`src/rtl/io_uart_if.sv`:
```
// CPU-side I/O bus of the UART: a request/acknowledge handshake carrying one
// byte per transaction. The master (CPU) holds io_req until it sees io_ack.

`ifndef DIRECTION_WRITE
`define DIRECTION_WRITE 1'b1
`endif
`ifndef DIRECTION_READ
`define DIRECTION_READ 1'b0
`endif

interface io_uart_if;
    logic       io_req;
    logic       io_dir;
    logic [7:0] io_wdata;
    logic       io_ack;
    logic [7:0] io_rdata;

    modport master (
        output io_req,
        output io_dir,
        output io_wdata,
        input  io_ack,
        input  io_rdata
    );

    modport slave (
        input  io_req,
        input  io_dir,
        input  io_wdata,
        output io_ack,
        output io_rdata
    );
endinterface

```
`src/rtl/io_uart.sv`:
```
// Memory-less UART peripheral behind a simple CPU request/acknowledge bus.
// Writes hand one byte to an 8N1 transmitter; reads pop bytes captured by an
// oversampling-free mid-bit receiver into a small RX FIFO.

`ifndef DIRECTION_WRITE
`define DIRECTION_WRITE 1'b1
`endif
`ifndef DIRECTION_READ
`define DIRECTION_READ 1'b0
`endif

module io_uart #(
    parameter int CLK_DIV  = 26,
    parameter int RX_DEPTH = 4
) (
    input  logic     clk,
    input  logic     rst_n,
    io_uart_if.slave bus,
    input  logic     uart_rx,
    output logic     uart_tx
);

    localparam int CNT_W = $clog2(CLK_DIV);
    localparam int AW    = $clog2(RX_DEPTH);

    localparam logic [CNT_W-1:0] BIT_LAST  = CNT_W'(CLK_DIV - 1);
    localparam logic [CNT_W-1:0] HALF_BIT  = CNT_W'(CLK_DIV / 2);
    localparam logic [AW:0]      FIFO_FULL = (AW + 1)'(RX_DEPTH);

    typedef enum logic [1:0] {
        IDLE,
        WR_WAIT,
        RD_WAIT,
        RELEASE
    } bus_state_t;

    typedef enum logic [1:0] {
        R_IDLE,
        R_START,
        R_DATA,
        R_STOP
    } rx_state_t;

    // Bus side
    bus_state_t bus_state;

    // Transmitter
    logic             tx_busy;
    logic [CNT_W-1:0] tx_cnt;
    logic [3:0]       tx_bits;
    logic [8:0]       tx_shift;
    logic             tx_ready;
    logic             tx_load;

    // Receiver
    logic             rx_s1;
    logic             rx_s2;
    logic             rx_prev;
    logic             rx_fall;
    rx_state_t        rx_state;
    logic [CNT_W-1:0] rx_cnt;
    logic [2:0]       rx_bits;
    logic [7:0]       rx_shift;
    logic             rx_push;

    // RX FIFO
    logic [7:0]       fifo_mem [RX_DEPTH];
    logic [AW-1:0]    wr_ptr;
    logic [AW-1:0]    rd_ptr;
    logic [AW:0]      fifo_count;
    logic             fifo_pop;
    logic             push_ok;

    // The transmitter can take a new byte when idle or in the very last cycle
    // of a stop bit, so back-to-back frames come out without an idle gap.
    assign tx_ready = !tx_busy || ((tx_cnt == '0) && (tx_bits == 4'd0));
    assign tx_load  = (bus_state == WR_WAIT) && tx_ready;

    // A pop only happens when the FIFO already held data at the start of the
    // cycle; a byte landing this cycle becomes readable one cycle later.
    assign fifo_pop = (bus_state == RD_WAIT) && (fifo_count != '0);

    // A full FIFO still accepts a byte when a pop frees a slot the same cycle.
    assign push_ok  = rx_push && ((fifo_count != FIFO_FULL) || fifo_pop);

    // Falling edge on the synchronized line marks a candidate start bit.
    assign rx_fall  = rx_prev && !rx_s2;

    // A received byte is delivered only when the stop bit samples high.
    assign rx_push  = (rx_state == R_STOP) && (rx_cnt == '0) && rx_s2;

    // Bus handshake FSM with registered acknowledge and read data.
    always_ff @(posedge clk) begin
        if (!rst_n) begin
            bus_state    <= IDLE;
            bus.io_ack   <= 1'b0;
            bus.io_rdata <= 8'h00;
        end else begin
            bus.io_ack <= 1'b0;
            case (bus_state)
                IDLE: begin
                    if (bus.io_req) begin
                        if (bus.io_dir == `DIRECTION_WRITE) begin
                            bus_state <= WR_WAIT;
                        end else begin
                            bus_state <= RD_WAIT;
                        end
                    end
                end
                WR_WAIT: begin
                    if (tx_ready) begin
                        bus.io_ack <= 1'b1;
                        bus_state  <= RELEASE;
                    end
                end
                RD_WAIT: begin
                    if (fifo_count != '0) begin
                        bus.io_ack   <= 1'b1;
                        bus.io_rdata <= fifo_mem[rd_ptr];
                        bus_state    <= RELEASE;
                    end
                end
                RELEASE: begin
                    if (!bus.io_req) begin
                        bus_state <= IDLE;
                    end
                end
                default: begin
                    bus_state <= IDLE;
                end
            endcase
        end
    end

    // Transmit shifter: start bit leaves with the load, then 8 data bits LSB
    // first and the stop bit, each held for CLK_DIV cycles.
    always_ff @(posedge clk) begin
        if (!rst_n) begin
            tx_busy  <= 1'b0;
            tx_cnt   <= '0;
            tx_bits  <= 4'd0;
            tx_shift <= 9'h1FF;
            uart_tx  <= 1'b1;
        end else if (tx_load) begin
            uart_tx  <= 1'b0;
            tx_shift <= {1'b1, bus.io_wdata};
            tx_bits  <= 4'd9;
            tx_cnt   <= BIT_LAST;
            tx_busy  <= 1'b1;
        end else if (tx_busy) begin
            if (tx_cnt == '0) begin
                tx_cnt <= BIT_LAST;
                if (tx_bits == 4'd0) begin
                    tx_busy <= 1'b0;
                    uart_tx <= 1'b1;
                end else begin
                    uart_tx  <= tx_shift[0];
                    tx_shift <= {1'b1, tx_shift[8:1]};
                    tx_bits  <= tx_bits - 4'd1;
                end
            end else begin
                tx_cnt <= tx_cnt - CNT_W'(1);
            end
        end
    end

    // Two-flop synchronizer for the asynchronous serial input, plus one more
    // stage of history for edge detection.
    always_ff @(posedge clk) begin
        if (!rst_n) begin
            rx_s1   <= 1'b1;
            rx_s2   <= 1'b1;
            rx_prev <= 1'b1;
        end else begin
            rx_s1   <= uart_rx;
            rx_s2   <= rx_s1;
            rx_prev <= rx_s2;
        end
    end

    // Receive FSM: validate the start bit at mid-bit, then sample each data bit
    // and the stop bit one bit period apart.
    always_ff @(posedge clk) begin
        if (!rst_n) begin
            rx_state <= R_IDLE;
            rx_cnt   <= '0;
            rx_bits  <= 3'd0;
            rx_shift <= 8'h00;
        end else begin
            case (rx_state)
                R_IDLE: begin
                    if (rx_fall) begin
                        rx_state <= R_START;
                        rx_cnt   <= HALF_BIT;
                    end
                end
                R_START: begin
                    if (rx_cnt == '0) begin
                        if (!rx_s2) begin
                            rx_state <= R_DATA;
                            rx_cnt   <= BIT_LAST;
                            rx_bits  <= 3'd0;
                        end else begin
                            rx_state <= R_IDLE;
                        end
                    end else begin
                        rx_cnt <= rx_cnt - CNT_W'(1);
                    end
                end
                R_DATA: begin
                    if (rx_cnt == '0) begin
                        rx_shift <= {rx_s2, rx_shift[7:1]};
                        rx_cnt   <= BIT_LAST;
                        if (rx_bits == 3'd7) begin
                            rx_state <= R_STOP;
                        end else begin
                            rx_bits <= rx_bits + 3'd1;
                        end
                    end else begin
                        rx_cnt <= rx_cnt - CNT_W'(1);
                    end
                end
                R_STOP: begin
                    if (rx_cnt == '0) begin
                        rx_state <= R_IDLE;
                    end else begin
                        rx_cnt <= rx_cnt - CNT_W'(1);
                    end
                end
                default: begin
                    rx_state <= R_IDLE;
                end
            endcase
        end
    end

    // FIFO storage; contents need no reset because the count gates every read.
    always_ff @(posedge clk) begin
        if (push_ok) begin
            fifo_mem[wr_ptr] <= rx_shift;
        end
    end

    // FIFO pointers and occupancy; a push into a full FIFO without a pop is
    // dropped.
    always_ff @(posedge clk) begin
        if (!rst_n) begin
            wr_ptr     <= '0;
            rd_ptr     <= '0;
            fifo_count <= '0;
        end else begin
            if (push_ok) begin
                wr_ptr <= wr_ptr + AW'(1);
            end
            if (fifo_pop) begin
                rd_ptr <= rd_ptr + AW'(1);
            end
            case ({push_ok, fifo_pop})
                2'b10:   fifo_count <= fifo_count + (AW + 1)'(1);
                2'b01:   fifo_count <= fifo_count - (AW + 1)'(1);
                default: fifo_count <= fifo_count;
            endcase
        end
    end

endmodule
```
`src/flat_wrapper.sv`:
```
// flat-port wrapper written by rule: the top's interface ports become plain ports
module io_uart_flat 
#(
    parameter int CLK_DIV  = 26,
    parameter int RX_DEPTH = 4
)
  (clk, rst_n, uart_rx, uart_tx, bus_io_req, bus_io_dir, bus_io_wdata, bus_io_ack, bus_io_rdata);
  io_uart_if bus_i ();
  input  logic clk;
  input  logic rst_n;
  input  logic uart_rx;
  output logic uart_tx;
  input wire logic [$bits(bus_i.io_req)-1:0] bus_io_req;
  input wire logic [$bits(bus_i.io_dir)-1:0] bus_io_dir;
  input wire logic [$bits(bus_i.io_wdata)-1:0] bus_io_wdata;
  output wire logic [$bits(bus_i.io_ack)-1:0] bus_io_ack;
  output wire logic [$bits(bus_i.io_rdata)-1:0] bus_io_rdata;
  assign bus_i.io_req = bus_io_req;
  assign bus_i.io_dir = bus_io_dir;
  assign bus_i.io_wdata = bus_io_wdata;
  assign bus_io_ack = bus_i.io_ack;
  assign bus_io_rdata = bus_i.io_rdata;
  io_uart #(.CLK_DIV(CLK_DIV), .RX_DEPTH(RX_DEPTH)) u_core (.clk(clk), .rst_n(rst_n), .bus(bus_i), .uart_rx(uart_rx), .uart_tx(uart_tx));
endmodule
```
`config.mk`:
```
export PLATFORM = sky130hd
export DESIGN_NAME = io_uart_flat
export DESIGN_NICKNAME = d
export VERILOG_FILES = /design/src/rtl/io_uart_if.sv /design/src/rtl/io_uart.sv /design/src/flat_wrapper.sv
export SDC_FILE = /design/constraint.sdc
export NUM_CORES = 1
export LEC_CHECK = 0
export ABC_AREA = 1
export CORE_MARGIN = 3
export CORE_UTILIZATION = 45
export CTS_CLUSTER_SIZE = 25
export DETAILED_ROUTE_END_ITERATION = 16
export GPL_TIMING_DRIVEN = 0
export MAX_ROUTING_LAYER = met4
export PLACE_DENSITY = 0.65
export SYNTH_ARGS = -nofsm -noshare
export SYNTH_HDL_FRONTEND = slang
export SYNTH_SLANG_ARGS = --single-unit
```
`constraint.sdc`:
```
create_clock -name clk -period 2.3 [get_ports clk]
set_input_delay 0.23 -clock clk [delete_from_list [all_inputs] [get_ports clk]]
set_output_delay 0.23 -clock clk [all_outputs]
set_load 0.1 [all_outputs]
```
==> impl_metrics.csv <==
group,metric,value,unit
clocking,clock_sinks,90,
critical_path,crit_slowest_cell,"clkdlybuf4s50_1",
clocking,cts_inserted_buffers,9,
outcome,status,"finished, final reports clean",
logic_synthesis,synth-seq-cells,90,
place,dpl.hpwl,5690,um
global_route,first_global_vias,2847,
finish,drive_gt1_frac,0.102,
finish,nNetsFinal,527,
clocking,clock_latency,0.35,ns
clocking,cts_hold_buffers,0,
power_and_ir_drop,pwr-share-comb,0.328,
routing,vias,3046,
floorplan,die_h,101,um
power_and_ir_drop,clkPwrFrac,0.235,
sta,maxSlewHeadroom,0.353,
clocking,cts_root_buf,"clkbuf_8",
logic_synthesis,syn_area,4080,um2
place,gp_congestion,0.786,
power_and_ir_drop,seqPwrFrac,0.437,
clocking,clock_path_buffers,2,
logic_synthesis,ys.flop_type,"dfxtp_1",
power_and_ir_drop,switchingPower,1.64,mW
min_path,hp-class,"input port to register",
floorplan,core_area,8760,um2
power_and_ir_drop,power_density,976,nW/um2
critical_path,worst_ep_required_time,2.07,ns
sta,setup_viol,0,
critical_path,crit_arrival,1.85,ns
global_route,overflow,0,
finish,final_util,0.527,
logic_synthesis,synth.avg_cell_area,8.80,um2
finish,seqCellArea,2120,um2
sta,clock-skew-final,0.00721,ns
logic_synthesis,syn-num-nets,495,
global_route,grt_usage,0.165,
sta,worst_pin_slew,0.967,ns
critical_path,cp_cell_sequence,"clkdlybuf4s50_1",
place,port_buffers,21,
power_and_ir_drop,total_power,4.51,mW
run,drv_cap,0,
finish,area_delta_synth_final,13.2,%
critical_path,cp-end-kind,"output port",
power_and_ir_drop,leakage,1.86,nW
logic_synthesis,synth_cells,464,
floorplan,initial_utilization,0.466,
critical_path,slowest_delay,1.14,ns
sta,min_period,2.08,ns
logic_synthesis,ys.warnings.count,0,
critical_path,start_kind,"register",
critical_path,path_class,"register to output port",
finish,antenna_cells,0,
routing,drt_iter0_drc,108,
routing,met2_length,3740,um
power_and_ir_drop,swShare,0.363,
sta,max_freq,481,MHz
global_route,grt_pass1_wl,13000,um
logic_synthesis,yosysSeqAreaShare,0.520,
floorplan,dieArea,10200,um2
routing,top_layer_used,"met4",
floorplan,rows,34,
routing,wl_met3,226,um
power_and_ir_drop,internal_power,2.87,mW
routing,viasPerCell,5.00,
routing,postRouteWirelength,7740,um
floorplan,fp.dieW,101,um
sta,rsz0062_at_grt,"no",
routing,wl_met1,3620,um
finish,fill_cells,808,
floorplan,io_pins,23,
power_and_ir_drop,ir_worst_vdd,0.567,mV
sta,timing.setup.tns,0,ns
critical_path,cp_max_fo,2,
global_route,grt_max_degree,16,
global_route,antenna_found_initial,0,
finish,multiInputGateArea,1670,um2
routing,drtAntennaViolNets,0,
routing,wl_per_cell,12.7,um
logic_synthesis,synth_edf_count,32,
place,dp.cells,593,
clocking,clk_pin_slew,0.09,ns
logic_synthesis,synthArstFlopShare,0,
clocking,cts_max_level,3,
clocking,cts_tree,"built",
routing,drtPass1Iterations,6,
sta,final-hold-violation-count,0,
routing,drc,0,
sta,slew_viol_final,0,
clocking,cts_resized,0,
critical_path,crit_family,"buffers and inverters",
finish,fin_cells,609,
logic_synthesis,ys_types,41,
clocking,cts_setup_buffers,0,
critical_path,critPathBufInv,1,
sta,period_share,0.904,
## placed cells by master, fill, tap and decap left out, types with 2 or more instances in the layout
master / instances
buf_1: 2
o21ai_0: 42
edfxtp_1: 32
nor2_1: 63
inv_2: 5
or2_2: 2
clkinvlp_4: 3
clkdlybuf4s50_1: 21
clkbuf_1: 4
buf_2: 5
nand2_2: 3
nand3_4: 2
o21ai_2: 2
a21oi_2: 2
nor3_1: 3
ha_1: 17
inv_1: 42
nor2_4: 2
dfxtp_1: 58
clkinv_1: 3
buf_6: 3
a21oi_1: 28
nand2_1: 74
nor2_2: 2
clkbuf_8: 9
nand3_1: 33
nand2_4: 3
nand4_1: 10
a31oi_1: 8
xor2_1: 2
## flip-flops by register name, summed over array words and instances (netlist names), 3 cells and up, named ones only
register / cells
u_core.rx_cnt: 5
u_core.rx_shift: 8
u_core.bus.io_rdata: 8
u_core.tx_cnt: 5
u_core.rx_bits: 3
u_core.tx_bits: 4
u_core.fifo_mem: 32
u_core.tx_shift: 8
u_core.fifo_count: 3
## cell families after synthesis
family                     after synthesis  synth area share
and+or+nand+nor                        201             0.227
DFF                                     90             0.520
AOI/OAI and AO/OA                       87             0.118
xor gates and xnor gates                 3           0.00644
adders and majority gates               18            0.0570
buffers and inverters                   65            0.0711
## power groups by stage
| stage | Clock, mW | Sequential (mW) | Combinational (mW) |
|---|---|---|---|
| 6_report | 1.06 | 1.97 | 1.48 |
| 3_3_place_gp | 0 | 2.00 | 1.45 |
| 2_1_floorplan | 0 | 2.05 | 1.14 |
| 4_1_cts | 1.10 | 1.97 | 1.48 |
| 5_1_grt | 1.15 | 2.00 | 1.66 |
| 3_5_place_dp | 0 | 2.00 | 1.48 |
## area by class of cell
cell class	count	area share
sequential	90	0.459
multi-input combinational	309	0.361
timing repair buffer	21	0.0455
inverter	49	0.0404
tap	108	0.0293
clock buffer	9	0.0268
buffer	16	0.0225
clock inverter	7	0.0149
## synthesized netlist by cell type, types with 3 or more instances
master,n,area share
nor2_1,63,0.058
nand2_2,3,0.0046
a21oi_1,28,0.034
buf_6,3,0.0083
clkbuf_1,4,0.0037
nand2_4,3,0.0083
a31oi_1,8,0.012
nand3_1,33,0.040
nor3_1,3,0.0037
o21ai_0,42,0.052
edfxtp_1,32,0.24
nand2_1,74,0.068
buf_2,5,0.0061
nand4_1,10,0.015
ha_1,17,0.052
dfxtp_1,58,0.28
inv_1,42,0.039
inv_2,5,0.0046
## per-stage QoR
step | area (um2) | hold WS [ns] | worst slack, ns
CTS | 4620 | 0.211 | 0.192
floorplan | 4080 | 0.337 | 0.526
global route | 4620 | 0.226 | 0.0486
detailed placement | 4430 | 0.403 | 0.214
global placement | 4430 | 0.395 | 0.265
finish | 4620 | 0.218 | 0.221
## routing by layer
metal / global-route usage / vias to the layer above
met3: 0.0248 / 12
met4: 0.0746 / 0
met1: 0.192 / 1376
li1: - / 1609
met5: - / -
met2: 0.279 / 49
## final timing paths
check / startpoint / endpoint / slack, ns / cells after the start
worst max-delay path: u_core.uart_tx / uart_tx / 0.22 / 1
worst min register to register: u_core.rx_s1 / u_core.rx_s2 / 0.43 / 1
worst min-delay path: rst_n / u_core.bus.io_rdata[7] / 0.22 / 3
worst max register to register: u_core.rx_state[0] / u_core.fifo_mem[1][2] / 0.24 / 5
No activity file was read; power rests on OpenSTA's default activity.
